$ cat src/rtl/cs_window_selector.sv
// ---------------------------------------------------------------------------
// cs_window_selector
//
// Sliding-window comparator/selector on an 8-bit unsigned sample stream.
// Every rising edge the current sample X joins the eight previously held
// samples to form a 9-sample window W. From W the block computes:
//   SUM  = sum of W                      (12 bits, max 2295)
//   AVG  = floor(SUM / 9)                (0..255)
//   APPR = largest w in W with w <= AVG  (the "approximate average")
//   Y    = (SUM + 9*APPR) >> 3           (10 bits, max 573, never overflows)
// Y is registered and updates on the same edge that shifts X into the window.
//
// Ports
//   clk    in   1  rising-edge clock, single domain
//   reset  in   1  asynchronous active-low reset; clears history and Y
//   X      in   8  unsigned sample, captured on every rising edge
//   Y      out 10  unsigned registered result
// ---------------------------------------------------------------------------
module cs_window_selector (
  input  logic       clk,
  input  logic       reset,
  input  logic [7:0] X,
  output logic [9:0] Y
);

  localparam int unsigned DW   = 8;   // sample width
  localparam int unsigned NWIN = 9;   // window depth
  localparam int unsigned OW   = 10;  // output width
  localparam int unsigned SW   = 12;  // sum width, holds 9 * 255
  localparam int unsigned TW   = 13;  // SUM + 9*APPR width, holds 4590

  // Only NWIN-1 samples need storage: the newest window element is the live
  // input X. The ninth captured sample would never be read again before it
  // leaves the window, so holding it would be dead state. Index 0 is newest.
  logic [NWIN-2:0][DW-1:0] hist_q;
  logic [NWIN-2:0][DW-1:0] hist_d;

  logic [OW-1:0] y_q;
  logic [OW-1:0] y_d;

  // Full window; element 0 is the current input, element NWIN-1 the oldest.
  logic [NWIN-1:0][DW-1:0] win;

  logic [SW-1:0] sum;
  logic [SW-1:0] avg;
  logic [DW-1:0] appr;
  logic [TW-1:0] tot;

  assign win = {hist_q, X};

  // Shift register next state: new sample enters at the newest slot.
  assign hist_d = {hist_q[NWIN-3:0], X};

  always_comb begin
    sum  = '0;
    appr = '0;

    for (int i = 0; i < NWIN; i++) begin
      sum = sum + SW'(win[i]);
    end

    // Constant divisor; synthesis reduces this to a fixed multiply/shift
    // network rather than a general divider.
    avg = sum / SW'(NWIN);

    // Starting APPR at zero is safe: min(W) <= AVG always holds, so at least
    // one element qualifies and the running max can only rise from there.
    for (int i = 0; i < NWIN; i++) begin
      if ((SW'(win[i]) <= avg) && (win[i] > appr)) begin
        appr = win[i];
      end
    end

    tot = TW'(sum) + (TW'(appr) * TW'(NWIN));
    y_d = OW'(tot >> 3);
  end

  always_ff @(posedge clk or negedge reset) begin
    if (!reset) begin
      hist_q <= '0;
      y_q    <= '0;
    end else begin
      hist_q <= hist_d;
      y_q    <= y_d;
    end
  end

  // Driven straight from a flop so downstream logic never sees the
  // combinational datapath settling.
  assign Y = y_q;

endmodule

$ cat config.mk
export PLATFORM = sky130hd
export DESIGN_NAME = cs_window_selector
export DESIGN_NICKNAME = d
export VERILOG_FILES = /design/src/rtl/cs_window_selector.sv
export SDC_FILE = /design/constraint.sdc
export NUM_CORES = 1
export LEC_CHECK = 0
export BUFFER_PORTS_ARGS = -buffer_cell sky130_fd_sc_hd__buf_2
export CAP_MARGIN = 25
export CORE_MARGIN = 10
export CORE_UTILIZATION = 60
export CTS_CLUSTER_DIAMETER = 80
export CTS_CLUSTER_SIZE = 14
export DETAILED_ROUTE_END_ITERATION = 10
export GPL_ROUTABILITY_DRIVEN = 0
export HOLD_SLACK_MARGIN = 0.12
export PLACE_DENSITY = 0.87
export RECOVER_POWER = 25
export SYNTH_ARGS = -nofsm -noshare
export SYNTH_HDL_FRONTEND = slang
export SYNTH_SLANG_ARGS = --single-unit
export TNS_END_PERCENT = 30
$ cat constraint.sdc
create_clock -name clk -period 31.9 [get_ports clk]
set_input_delay 3.19 -clock clk [delete_from_list [all_inputs] [get_ports clk]]
set_output_delay 3.19 -clock clk [all_outputs]
set_load 0.03 [all_outputs]
==> After elaboration in Yosys (flattened, before gate mapping) <==
Cells that the tools add are included.
Widths: inputs -> output; s select.
{ "totals": {"in_bits": 10, "register_bits": 74} }
{ "classes": {"reduce_logical": 9, "n_addsub": 9, "div_mod_pow": 1, "magnitude_cmp": 18, "multipliers": 1, "muxes": 9} }
{ "op_table": {"columns": ["cell", "n"], "rows": [
  ["$le 8x12->1", 9],
  ["$mux 8", 9],
  ["$gt 8x8->1", 8],
  ["$add 12x8->12", 4],
  ["$add 12x12->13", 1],
  ["$add 11x8->12", 1],
  ["$div 12x4->12 const B", 1],
  ["$mul 8x4->12 const B", 1],
  ["$add 10x8->11", 1],
  ["$add 9x8->10", 1],
  ["$add 8x8->9", 1],
  ["$logic_and 1x1->1", 9],
  ["$gt 8x1->1 const B", 1]
]} }

==> Logic depth before layout (Yosys ltp) <==
Gate-level depths: netlist (run 1).
{ "depth": {"depth_word": 38, "mapped_depth": 148, "mapped_depth_nobuf": 140} }

==> Worst setup path after synthesis (run 1) <==
No wires, ideal clock.
{ "synth_path": {"path_kind": "input to register", "start": "input port X[6]", "end": "register y_q[6] (netlist: Y[6])", "required_ns": 31.820, "setup_slack_ns": 0.473, "n_path_buf": 8, "arrival_time_ns": 31.348, "stages": 138, "setup_ns": 0.080, "path_cell_list": "inv_1 fa_1 inv_1 fa_1 fa_1 inv_1 fa_1 inv_1 ha_1 o211ai_1 o21ai_0 xor2_1 inv_1 o21ai_0 a21oi_1 and3_1 a21oi_1 o22ai_1 [102 not listed] nor2b_1 o21a_1 o21ai_0 nand2b_1 a21oi_1 o21ai_0 o21ai_0 a31oi_1 clkbuf_1 o21ai_0 ha_1 fa_1 ha_1 and3_1 a221oi_4 o211ai_1 a21oi_1 xnor2_1"} }
{ "synth_between": {"elab_chain_len": 38} }
{ "synth_lines": {"columns": ["item", "line", "text"], "rows": [
  ["from (decl)", "22", "input logic [7:0] X,"],
  ["$add 8x8->9", "59", "sum = sum + SW'(win[i]);"],
  ["$add 9x8->10", "59", null],
  ["$add 10x8->11", "59", null],
  ["$add 11x8->12", "59", null],
  ["$add 12x8->12 (4 in series)", "59", null],
  ["$div 12x4->12", "64", "avg = sum / SW'(NWIN);"],
  ["$le 8x12->1", "69", "if ((SW'(win[i]) <= avg) && (win[i] > appr)) begin"],
  ["$logic_and 1x1->1", "69", null],
  ["[20 not listed]", null, null],
  ["$logic_and 1x1->1", "69", null],
  ["$mux 8", "69", null],
  ["$gt 8x8->1", "69", null],
  ["$logic_and 1x1->1", "69", null],
  ["$mux 8", "69", null],
  ["$mul 8x4->12", "74", "tot = TW'(sum) + (TW'(appr) * TW'(NWIN));"],
  ["$add 12x12->13 *", "74", null],
  ["named net tot[9]", "47", "logic [TW-1:0] tot;"],
  ["to (signal assigned)", "84", "y_q <= y_d;"],
  ["to (decl)", "38", "logic [OW-1:0] y_q;"]
]} }
Mark *: on every way through the listed nets, which the timed path passes. The rest lies on a longest branch.

==> Worst setup path in the final report (run 1) <==
{ "layout_path": {"start": "input port X[2]", "end": "register y_q[6] (netlist: Y[6])"} }
Same word-level chain as after synthesis.

==> results of run 1 <==
[per-layer routing]
metal	GRT usage [%]	up-vias	wire length, um
met5	0	-	0
met4	13.7	0	1560
met3	4.22	141	2360
met2	40.6	469	12500
met1	30.5	3981	10400
li1	-	3749	-
[worst max-delay path, delay by kind of cell]
family	cells	cell delay (ns)
buffers and inverters	18	2.17
xor gates and xnor gates	5	0.81
muxes	5	1.05
and+or+nand+nor	33	5.26
adders and majority gates	21	6.95
AOI/OAI and AO/OA	54	11.02
[through the flow]
| stage | TNS [ns] | std cells | util (%) | setup WS, ns |
|---|---|---|---|---|
| floorplan | 0 | 1026 | - | 0.473 |
| global placement | 0 | 1255 | 64.3 | 0.702 |
| detailed placement | -1.26 | 1256 | 64.3 | -0.265 |
| CTS | 0 | 1272 | 66.6 | 0.0703 |
| global route | -0.310 | 1290 | 68.3 | -0.103 |
| finish | 0 | 1290 | 68.3 | 1.71 |
[path summary, 6_finish.rpt]
check	end	slack, ns
worst max-delay path	Y[6]$_DFF_PN0_	1.71
worst min-delay path	hist_d[16]$_DFF_PN0_	0.47
worst max register to register	Y[6]$_DFF_PN0_	4.21
worst min register to register	hist_d[16]$_DFF_PN0_	0.47
max in group asynchronous	hist_d[26]$_DFF_PN0_	28.28
min in group asynchronous	Y[5]$_DFF_PN0_	2.98
[logic make-up (layout without fill, tap and decap cells)]
| group | after synthesis | after routing | synth area share, % |
|---|---|---|---|
| buf+inv | 160 | 212 | 6.45 |
| compound gates | 275 | 276 | 19.8 |
| fa+ha+maj | 225 | 225 | 34.5 |
| xor+xnor | 25 | 25 | 2.33 |
| flops | 74 | 74 | 19.7 |
| simple gates | 226 | 226 | 12.5 |
| mux | 41 | 41 | 4.67 |
[sequential cells by signal, summed over array words and instances, names as in the netlist]
name    count
Y          10
hist_d     56
hist_q      8
[cell usage after synthesis, types with 5 or more instances]
master | instances | area share, %
mux2_2 | 13 | 1.6
nand2_1 | 41 | 1.6
mux2i_1 | 27 | 2.9
inv_1 | 143 | 5.7
fa_1 | 59 | 13
a31oi_1 | 6 | 0.40
a21o_1 | 33 | 2.6
xnor2_1 | 16 | 1.5
o31ai_1 | 6 | 0.48
xor2_1 | 9 | 0.84
and3_1 | 7 | 0.47
nand2b_1 | 18 | 1.2
and2_1 | 6 | 0.40
clkbuf_1 | 8 | 0.32
nand3_1 | 30 | 1.6
a21oi_1 | 76 | 4.0
o21a_1 | 16 | 1.3
nand3b_1 | 5 | 0.40
o21ai_0 | 64 | 3.4
nor2_1 | 48 | 1.9
o211ai_1 | 9 | 0.72
ha_1 | 161 | 21
a211oi_1 | 7 | 0.56
or2_2 | 8 | 0.53
nor2b_1 | 18 | 1.2
dfrtp_1 | 74 | 20
nand4_1 | 16 | 1.1
o211a_1 | 9 | 0.96
nor3_1 | 12 | 0.64
[repair_timing]
item                                   CTS  global route
hold buffers                             0             0
setup endpoints to repair                8            10
endpoints found under the hold margin    0             0
cloned                                   0             1
setup buffers                            0            17
resized for setup                        3            34
pin swaps                                0             6
[layout make-up]
class	instances	area (um^2)
multi-input cells	793	7100
well taps	211	264
repair buffers	49	324
fillers	1116	4840
inverters	147	552
clock inverters	6	88.8
flip-flops and latches	74	1850
clock buffers	10	239
==> results.md, run 1 <==
* Max_slew headroom at 28.8%
* Dominant synthesized flop cell: dfrtp_1
* Drt wl/cell at 20.8 um
* R2R cell count at approximately 130
* Hold path startpoint: hist_d[8]$_DFF_PN0_
* Final Cell Area at roughly 10000 um^2
* DR vias/cell at 6.47
* Hold_ws at 0.471 ns
* DP HPWL at 20000 um
* Via count at 8340
* IO Pins at 20
* Synth-to-layout area growth at 10.8%
* Skew-Pair Late Insertion Delay at 0.36 ns
* CP max FO at 14
* Share of cells above drive strength 1 at between 10% and 20%
* Clock slew at reported path FFs at 0.06 ns
* Crit path time final at a little over 30 ns
* Clock sinks at 74
* Clock Tree Buf Depth at 2
* Cells after Synth at between 1000 and 1500
* Final setup fails at 0
* FF+latch count, synth at between 70 and 80
* NumNets Final at about 1300
* Worst path slowest cell: o311ai_4
* Total track usage at 24.8%
* H-tree lvl count at 3
* Drt first pass iters at 6
* ANT cells at 0
* Seq/Total Area, Yosys at 19.7%
* Critical path required time at about 32 ns
* Worst-margin pin slew at 1.06 ns
* Detailed Route Iter0 Violations at just over 900
* Crit. End Element: flip-flop
* Final clock skew at 0.00860 ns
* Commonest non-fill, non-tap cell in the layout: ha_1
* Die area at about 21000 um^2
* Routed Antenna Nets at 0
* Max incr delay on CP at between 0.6 and 0.7 ns
* Post-synthesis cell area at 9410 um^2
* TritonCTS clock tree: done
* Startpoint Class: input pin
* Yosys warning total at 0
* FF-to-FF Start: hist_d[26]$_DFF_PN0_
* Netlist cell types at 79
* Max Slew Vio Count at 0
* Ys async rst share at 100%
* Drt total wl at 26800 um
* Largest net degree at the start of global routing at 75
* Crit path kind: input pin to flip-flop
* Initial antenna violation count at 0
* Hold crit path type: flip-flop to flip-flop
* Cells on Worst Hold Path at 0
* Area of placed instances at 9810 um^2
* CTS root buf: clkbuf_16
* Core area at 15300 um^2
* First-pass GRT wire length at 42600 um
* Number of CTS-inserted buffers at 9
* Fmax at between 0.03 and 0.04 GHz
* Commonest cells after routing, fill and taps aside: 161 x ha_1, 143 x inv_1, 74 x dfrtp_1
* Initial Utilization at between 60% and 70%
* Post-synth EDFFs at 0
* Final cycle utilization of the critical path at a little over nine tenths
* Synth Net Count at 1256
* Port bufs at 19
* Max cap viols at 0
* Die height at approximately 150 um
* Most used cell, CP: ha_1
* Worst setup startpoint: X[2]
* Critical Path AT at just over 30 ns
* Syn avg cell area at around 9.2 um^2
* Vias in the first global route at 8201
* Remaining DRCs at 0
* Total gr overflow at 0
* FP Rows at 45
* Outcome: completed
* Hold Vio Cnt, Final at 0
* Die width at 145 um
Power of run 1 is left out: the tool's default activity adds up to more than one toggle a clock period on the data nets, which glitch-free logic cannot reach.
==> run 2, diff against run 1 <==
--- a/config.mk
+++ b/config.mk
@@ -5,16 +5,16 @@
 export SDC_FILE = /design/constraint.sdc
 export NUM_CORES = 1
 export LEC_CHECK = 0
-export BUFFER_PORTS_ARGS = -buffer_cell sky130_fd_sc_hd__buf_2
 export CAP_MARGIN = 25
 export CORE_MARGIN = 10
 export CORE_UTILIZATION = 60
 export CTS_CLUSTER_DIAMETER = 80
 export CTS_CLUSTER_SIZE = 14
 export DETAILED_ROUTE_END_ITERATION = 10
+export DONT_BUFFER_PORTS = 1
 export GPL_ROUTABILITY_DRIVEN = 0
 export HOLD_SLACK_MARGIN = 0.12
-export PLACE_DENSITY = 0.87
+export PLACE_DENSITY = 0.86
 export RECOVER_POWER = 25
 export SYNTH_ARGS = -nofsm -noshare
 export SYNTH_HDL_FRONTEND = slang
==> run 2 against run 1 <==
Effect of this change: sequential cell count is the same; critical path type unchanged; register-to-register slack lost 0.25 ns; global-route usage shrank 0.54 points; critical path depth shrank 1; largest cell class unchanged; worst setup slack lost 0.013 ns; non-clock buffer count shrank 26; hold slack lost 0.0050 ns.
==> results.md, run 2 (same netlist as run 1, synthesis figures left out) <==
* Clock slew at reported path FFs at 0.07 ns
* Most used cell, CP: ha_1
* Total track usage at between 20% and 30%
* NumNets Final at 1278
* Commonest non-fill, non-tap cell in the layout: ha_1
* Critical path required time at 32.18 ns
* FILL cells at about 1100
* DR vias/cell at between 6 and 7
* Fmax at between 0.03 and 0.04 GHz
* Max FFs per register at 56
* FP Rows at 45
* Crit path kind: input pin to flip-flop
* Clock Tree Buf Depth at 2
* Core area at 15300 um^2
* CP max FO at 14
* Max cap viols at 0
* Worst-margin pin slew at between 0.9 and 1 ns
* CTS Hold Bufs at 0
* Drt first pass iters at 6
* Die height at 145 um
* Final Cell Area at roughly 10000 um^2
* Share of cells above drive strength 1 at 8.93%
* TritonCTS clock tree: done
* Drt wl/cell at 20.3 um
* Skew-Pair Late Insertion Delay at 0.36 ns
* ANT cells at 0
* Max incr delay on CP at 0.55 ns
* Multi-input logic area at between 7000 and 8000 um^2
* Final clock skew at 0.00695 ns
* Startpoint Class: input pin
* Synth-to-layout area growth at 8.10%
* Post-Layout Cell Count at 1264
* Die width at 145 um
* Finished Core Util at about 67%
* Final cycle utilization of the critical path at 94.7%
* Vias in the first global route at 8180
* Die area at between 20000 and 25000 um^2
* Port bufs at 0
* Detailed Route Iter0 Violations at 816
* Remaining DRCs at 0
* Total gr overflow at 0
* H-tree lvl count at 3
* Max_slew headroom at 33.9%
* Critical Path AT at 30.48 ns
* Routed Antenna Nets at 0
* Worst path slowest cell: fa_1
* Hold_ws at 0.466 ns
* CTS root buf: clkbuf_16
* Hold crit path type: flip-flop to flip-flop
* First-pass GRT wire length at 42100 um
* Sequential Area at about 1900 um^2
* Largest net degree at the start of global routing at 75
* Final setup fails at 0
* Clock sinks at 74
* Drt total wl at 25700 um
* Via count at 8188
* Inst Count DP at roughly 1200
* Number of CTS-inserted buffers at 9
* Initial antenna violation count at 0
* Max Slew Vio Count at 0
* Hold Vio Cnt, Final at 0
* DP HPWL at 19600 um
* Crit path time final at 30.20 ns
* Outcome: completed
* Area of placed instances at 9700 um^2
* Commonest cells after routing, fill and taps aside: 161 x ha_1, 143 x inv_1, 74 x dfrtp_1, 74 x a21oi_1
* Crit. End Element: flip-flop
* IO Pins at 20
* Initial Utilization at 61.6%
==> run 2: layout make-up <==
class	instances	share of cell area (%)
clock buffer	10	2.35
clock inverter	6	0.492
inverter	147	5.43
multi-input combinational	793	69.2
sequential	74	18.2
tap	211	2.60
timing repair buffer	23	1.70
==> run 2: worst max-delay path: cells and delay by family <==
kind                       cells  cell delay [ns]
muxes                          6             1.57
buffers and inverters         13             1.23
adders and majority gates     21             7.17
and+or+nand+nor               34             5.63
xor gates and xnor gates       5             0.93
AOI/OAI and AO/OA             56            10.70
==> run 2: per-stage QoR <==
step	setup WS, ns	setup TNS (ns)
2_1_floorplan	0.473	0
3_3_place_gp	0.978	0
3_5_place_dp	-0.286	-1.46
4_1_cts	0.0926	0
5_1_grt	-0.244	-0.862
6_report	1.70	0
==> run 2: final timing paths <==
path	from	to	slack (ns)	cells past startpoint
max reg2reg	hist_d[10]$_DFF_PN0_	Y[8]$_DFF_PN0_	3.96	135
max	X[2]	Y[8]$_DFF_PN0_	1.70	135
min in group asynchronous	reset	hist_q[57]$_DFF_PN0_	2.53	0
min reg2reg	hist_d[14]$_DFF_PN0_	hist_d[22]$_DFF_PN0_	0.47	0
max in group asynchronous	reset	hist_d[14]$_DFF_PN0_	29.21	0
min	hist_d[14]$_DFF_PN0_	hist_d[22]$_DFF_PN0_	0.47	0
==> run 2: layer usage <==
layer | up-vias | GRT usage [%] | part of all wire, %
li1 | 3710 | - | -
met1 | 3933 | 30.0 | 40
met2 | 423 | 39.3 | 47
met3 | 122 | 4.66 | 7.8
met4 | 0 | 12.8 | 4.9
met5 | - | 0 | 0
==> run 2: what timing repair did <==
action                                  4_1_cts  5_1_grt
hold endpoints to repair                      0        0
pin swaps                                     0        4
cloned                                        0        1
buffers inserted                              0       12
gates resized for setup                       2       21
endpoints found under the setup margin        7       10
Power of run 2 is left out for the same reason.
